File: src/rtl/regfile_access_ctrl.sv
// ============================================================================
//  Module      : regfile_access_ctrl
//  Description : Accepts one register command per handshake and sequences the
//                register-file strobes (read/write/writeu/inc/dec) for it.
//  Revision    : 1.0  initial release
// ============================================================================
`default_nettype none

module regfile_access_ctrl #(
    parameter int DATA_W = 16,
    parameter int ID_W   = 5
) (
    input  logic              clk,
    input  logic              rst,
    input  logic              cmd_valid,
    output logic              cmd_ready,
    input  logic [2:0]        cmd_op,
    input  logic [ID_W-1:0]   cmd_rd,
    input  logic [ID_W-1:0]   cmd_rs,
    input  logic [DATA_W-1:0] cmd_imm,
    output logic              resp_valid,
    output logic [DATA_W-1:0] resp_data,
    output logic [DATA_W-1:0] rf_din,
    output logic              rf_read,
    output logic              rf_write,
    output logic              rf_writeu,
    output logic              rf_inc,
    output logic              rf_dec,
    output logic [ID_W-1:0]   rf_id,
    input  logic [DATA_W-1:0] rf_dout
);

    localparam logic [2:0] c_OP_NOP   = 3'd0;
    localparam logic [2:0] c_OP_READ  = 3'd1;
    localparam logic [2:0] c_OP_WRITE = 3'd2;
    localparam logic [2:0] c_OP_LOADU = 3'd3;
    localparam logic [2:0] c_OP_INC   = 3'd4;
    localparam logic [2:0] c_OP_DEC   = 3'd5;
    localparam logic [2:0] c_OP_MOV   = 3'd6;
    localparam logic [2:0] c_OP_SWAP  = 3'd7;

    typedef enum logic [2:0] {
        S_IDLE = 3'd0,
        S_RD_A = 3'd1,
        S_RD_B = 3'd2,
        S_WR_A = 3'd3,
        S_WR_B = 3'd4,
        S_DONE = 3'd5
    } state_t;

    state_t              r_state;
    logic [2:0]          r_op;
    logic [ID_W-1:0]     r_rd;
    logic [ID_W-1:0]     r_rs;
    logic [DATA_W-1:0]   r_ta;
    logic [DATA_W-1:0]   r_tb;
    logic                r_cmd_ready;
    logic                r_resp_valid;
    logic [DATA_W-1:0]   r_resp_data;
    logic [DATA_W-1:0]   r_rf_din;
    logic                r_rf_read;
    logic                r_rf_write;
    logic                r_rf_writeu;
    logic                r_rf_inc;
    logic                r_rf_dec;
    logic [ID_W-1:0]     r_rf_id;

    // Upper-byte write carries the new byte in the low byte of din.
    logic [DATA_W-1:0]   w_imm_hi;
    assign w_imm_hi = {{(DATA_W-8){1'b0}}, cmd_imm[DATA_W-1 -: 8]};

    // Outputs are registered for the state being entered, so each strobe
    // lines up with the cycle its state occupies.
    always_ff @(posedge clk or posedge rst) begin
        if (rst) begin
            r_state      <= S_IDLE;
            r_op         <= c_OP_NOP;
            r_rd         <= '0;
            r_rs         <= '0;
            r_ta         <= '0;
            r_tb         <= '0;
            r_cmd_ready  <= 1'b1;
            r_resp_valid <= 1'b0;
            r_resp_data  <= '0;
            r_rf_din     <= '0;
            r_rf_read    <= 1'b0;
            r_rf_write   <= 1'b0;
            r_rf_writeu  <= 1'b0;
            r_rf_inc     <= 1'b0;
            r_rf_dec     <= 1'b0;
            r_rf_id      <= '0;
        end else begin
            r_resp_valid <= 1'b0;
            r_rf_read    <= 1'b0;
            r_rf_write   <= 1'b0;
            r_rf_writeu  <= 1'b0;
            r_rf_inc     <= 1'b0;
            r_rf_dec     <= 1'b0;
            r_rf_id      <= '0;
            r_rf_din     <= '0;
            case (r_state)
                S_IDLE: begin
                    if (cmd_valid) begin
                        r_cmd_ready <= 1'b0;
                        r_op        <= cmd_op;
                        r_rd        <= cmd_rd;
                        r_rs        <= cmd_rs;
                        case (cmd_op)
                            c_OP_READ, c_OP_MOV, c_OP_SWAP: begin
                                r_state   <= S_RD_A;
                                r_rf_read <= 1'b1;
                                r_rf_id   <= cmd_rs;
                            end
                            c_OP_WRITE: begin
                                r_state    <= S_WR_A;
                                r_rf_write <= 1'b1;
                                r_rf_id    <= cmd_rd;
                                r_rf_din   <= cmd_imm;
                            end
                            c_OP_LOADU: begin
                                r_state     <= S_WR_A;
                                r_rf_writeu <= 1'b1;
                                r_rf_id     <= cmd_rd;
                                r_rf_din    <= w_imm_hi;
                            end
                            c_OP_INC: begin
                                r_state  <= S_WR_A;
                                r_rf_inc <= 1'b1;
                                r_rf_id  <= cmd_rd;
                            end
                            c_OP_DEC: begin
                                r_state  <= S_WR_A;
                                r_rf_dec <= 1'b1;
                                r_rf_id  <= cmd_rd;
                            end
                            default: begin
                                r_state      <= S_DONE;
                                r_resp_valid <= 1'b1;
                            end
                        endcase
                    end
                end
                S_RD_A: begin
                    r_ta <= rf_dout;
                    case (r_op)
                        c_OP_MOV: begin
                            // tA is still being captured, so forward the read data.
                            r_state    <= S_WR_A;
                            r_rf_write <= 1'b1;
                            r_rf_id    <= r_rd;
                            r_rf_din   <= rf_dout;
                        end
                        c_OP_SWAP: begin
                            r_state   <= S_RD_B;
                            r_rf_read <= 1'b1;
                            r_rf_id   <= r_rd;
                        end
                        default: begin
                            r_resp_data  <= rf_dout;
                            r_state      <= S_DONE;
                            r_resp_valid <= 1'b1;
                        end
                    endcase
                end
                S_RD_B: begin
                    r_tb       <= rf_dout;
                    r_state    <= S_WR_A;
                    r_rf_write <= 1'b1;
                    r_rf_id    <= r_rd;
                    r_rf_din   <= r_ta;
                end
                S_WR_A: begin
                    if (r_op == c_OP_SWAP) begin
                        r_state    <= S_WR_B;
                        r_rf_write <= 1'b1;
                        r_rf_id    <= r_rs;
                        r_rf_din   <= r_tb;
                    end else begin
                        r_state      <= S_DONE;
                        r_resp_valid <= 1'b1;
                    end
                end
                S_WR_B: begin
                    r_state      <= S_DONE;
                    r_resp_valid <= 1'b1;
                end
                S_DONE: begin
                    r_state     <= S_IDLE;
                    r_cmd_ready <= 1'b1;
                end
                default: begin
                    r_state     <= S_IDLE;
                    r_cmd_ready <= 1'b1;
                end
            endcase
        end
    end

    assign cmd_ready  = r_cmd_ready;
    assign resp_valid = r_resp_valid;
    assign resp_data  = r_resp_data;
    assign rf_din     = r_rf_din;
    assign rf_read    = r_rf_read;
    assign rf_write   = r_rf_write;
    assign rf_writeu  = r_rf_writeu;
    assign rf_inc     = r_rf_inc;
    assign rf_dec     = r_rf_dec;
    assign rf_id      = r_rf_id;

endmodule

`default_nettype wire

File: config.mk
export PLATFORM = sky130hd
export DESIGN_NAME = regfile_access_ctrl
export DESIGN_NICKNAME = d
export VERILOG_FILES = /design/src/rtl/regfile_access_ctrl.sv
export SDC_FILE = /design/constraint.sdc
export NUM_CORES = 1
export LEC_CHECK = 0
export CORE_MARGIN = 4
export CORE_UTILIZATION = 55
export DETAILED_ROUTE_END_ITERATION = 12
export DONT_BUFFER_PORTS = 1
export HOLD_SLACK_MARGIN = 0.08
export PLACE_DENSITY = 0.7
export RECOVER_POWER = 50
export SLEW_MARGIN = 15
export SYNTH_ARGS = -nofsm -noshare
export SYNTH_HDL_FRONTEND = slang
export SYNTH_SLANG_ARGS = --single-unit
File: constraint.sdc
create_clock -name clk -period 3.7 [get_ports clk]
set_clock_uncertainty 0.2 [all_clocks]
set_input_delay 0.74 -clock clk [delete_from_list [all_inputs] [get_ports clk]]
set_output_delay 0.74 -clock clk [all_outputs]
set_load 0.02 [all_outputs]
==> results.toml <==
[grt]
grt.total_usage = 0.200
grt.overflow.total = 0
antenna_found_initial = 0
grt_pass1_vias = 2508
grt_max_degree = 51
grt_pass1_wl_um = 13100

[setup_path]
start_kind = "input port"
crit_family = "buffers and inverters"
crit_path_cell_trace = "clkinvlp_2 -> clkbuf_1"
worstPathRequired_ps = 3860
regToRegStartpoint = "r_state[2]"
cp-end-kind = "asynchronous set/reset pin"
cp_num_buf_inv = 2
slowest_stage = "clkinvlp_2"
reg2reg_to = "rf_din[1]"
arrival_ps = 2760
cp_max_fo = 50
cp_slowest_stage_delay_ps = 1180
r2r_cells = 4
worst-r2r-setup-slack_ps = 1100
criticalPathCategory = "input port to asynchronous set/reset pin"

[routing]
drc = 0
drt.antenna.violating_nets = 0
postRouteWirelength_um = 8080
drtPass1Iterations = 7
num_vias = 2513
viasPerCell = 6.04
first_iter_violations = 181
drt-wirelength-per-cell_um = 19.4

[timing]
setup_viol = 0
final_hold_viol_count = 0
relSlewSlack = -0.423
tns_ps = 0
whs_ps = 244
max_freq_mhz = 384
rsz0062_at_grt = "no"
finalCritPeriodShare = 0.705
min_period_ps = 2610
tightestPinTransition_ps = 2120
drv_slew = 51

[synthesis]
netlist_top_cells_area = "dfrtp_1 58%, mux2_2 14%, nand2_1 6.8%"
yosysUniqueCellTypes = 36
yosys-top-cells-count = "91 x dfrtp_1, 71 x nand2_1, 47 x mux2_2"
synthFlopType = "dfrtp_1"
synth_cells = 316
synth_top_area_share = 0.585
avgSynthCellArea_um2 = 12.3
synth_edf_count = 0
ys_warn_count = 0
syn-cell-area_um2 = 3890
yosysMostFrequentCell = "dfrtp_1"
synth_top_area_cell = "dfrtp_1"
yosysSeqAreaShare = 0.592
syn_nets = 364
synthArstFlopShare = 1.00
ys_ff_latch = 92

[placement]
routabilityCongestion = 0.767
post-dp-hpwl_um = 5380
place.port_buffers = 0
place_area_um2 = 4000

[die]
die-area_um2 = 8490
die_h_um = 92.1
pin_count = 92
core_um2 = 6830
die_x_um = 92.1
rows = 30
initial_core_util = 0.570

[clock_network]
tritoncts.num_buffers = 9
clkTransAtPathRegs_ps = 90
post_cts_resized = 0
insertion_delay_ps = 350
hold_buffers = 0
cts-root-buf = "clkbuf_8"
cts_tree = "done"
cts_setup_buffers = 0
clock_path_buffers = 2
h-tree-depth = 3
cts_sinks = 92

[flow_run]
drv_cap = 1

[power_and_ir_drop]
clkPwrFrac = 0.190
p_total_uw = 3380
p_sw_uw = 1210
p_int_uw = 2170
pwr-share-seq = 0.553
p_leak_uw = 0.00192
p_sw_frac = 0.359
power_density_nw_per_um2 = 807
combPwrFrac = 0.256
irDropWorstVdd_mv = 0.438

[min_path]
hold_path.class = "input port to register"
min_path_cells = 1
min_from = "cmd_op[0]"
holdPathEnd = "rf_inc"

[cells_and_area]
areaGrowthSynthToFinish_pct = 7.55
fin_area_um2 = 4190
fillCellCount = 563
multi_input_area_um2 = 1510
finish.utilization = 0.613
drive_above_1_share = 0.250
num_antenna_cells = 0
fin_nets = 363
seq_area_um2 = 2300

[outcome]
status = "finished, violations left"
failed_checks = "max-capacitance violations, max-slew violations"
-- kinds of logic (layout without fill, tap and decap cells) --
logic type,count (synthesis),after routing,share of synthesized area
AO/OA/AOI/OAI,47,47,0.103
multiplexers,55,55,0.157
flip-flops,92,92,0.592
XOR/XNOR,1,1,0.00225
AND/OR/NAND/NOR,99,99,0.120
buffers and inverters,22,26,0.0264
-- per-layer routing --
layer | up-vias | global-route usage | part of all wire
met3 | 10 | 0.0517 | 0.068
met4 | 0 | 0.0755 | 0.014
met2 | 82 | 0.312 | 0.50
li1 | 1157 | - | -
met5 | - | 0 | 0
met1 | 1264 | 0.270 | 0.42
-- registers in the layout, indices dropped and copies added, names as in the netlist --
| name | flops |
|---|---|
| cmd_ready | 1 |
| rf_din | 16 |
| r_rd | 5 |
| rf_read | 1 |
| rf_writeu | 1 |
| rf_dec | 1 |
| resp_data | 16 |
| rf_write | 1 |
| r_state | 3 |
| rf_inc | 1 |
| r_tb | 16 |
| rf_id | 5 |
| r_ta | 16 |
| r_rs | 5 |
| resp_valid | 1 |
| r_op | 3 |
-- area by class of cell --
| type | instances | share of cell area |
|---|---|---|
| repair buffers | 9 | 0.0146 |
| clock buffers | 10 | 0.0329 |
| well taps | 96 | 0.0287 |
| flip-flops and latches | 92 | 0.550 |
| multi-input cells | 202 | 0.360 |
| clock inverters | 6 | 0.0128 |
| inverters | 1 | 0.00120 |
-- layout by cell type, fill, tap and decap left out, types with 2 or more instances in the layout --
cell type / synthesis / final
dfrtp_1: 91 / 91
nand2_1: 71 / 71
mux2_2: 47 / 47
a222oi_1: 16 / 16
clkbuf_8: 0 / 10
a22oi_1: 8 / 8
buf_4: 0 / 7
mux2i_1: 6 / 6
nor2_1: 6 / 5
a221oi_1: 5 / 5
a211oi_1: 5 / 5
a221o_1: 5 / 5
nor3_1: 4 / 3
nand3_1: 3 / 3
nor2b_1: 3 / 3
o21ai_0: 3 / 3
nor3b_2: 1 / 2
mux2_1: 2 / 2
a21oi_1: 2 / 2
inv_6: 0 / 2
clkinv_4: 0 / 2
-- worst max path at each step --
stage                     from         to  slack, ps  cells after the start
CTS                 r_state[2]  rf_din[1]       1100                      4
global placement     cmd_valid  rf_din[1]       1100                      4
finish                     rst   r_tb[10]       1090                      2
detailed placement   cmd_valid  rf_din[1]       1060                      4
global route               rst   r_tb[10]        550                      2
floorplan                  rst    r_op[0]        370                      1
-- power groups by stage --
stage                     clock network (uW)  logic, uW  registers, uW
after global placement                     0        855           1870
after detailed placement                   0        882           1890
after global routing                     716        972           1920
final                                    644        866           1870
after floorplan                            0        771           1790
after CTS                                666        885           1870
-- metrics by stage --
stage | worst slack, ps | std cells
after floorplan | 370 | 316
after global placement | 1100 | 400
after detailed placement | 1060 | 400
after CTS | 1100 | 416
after global routing | 546 | 416
final | 1090 | 416
(Power assumes the default switching activity.)
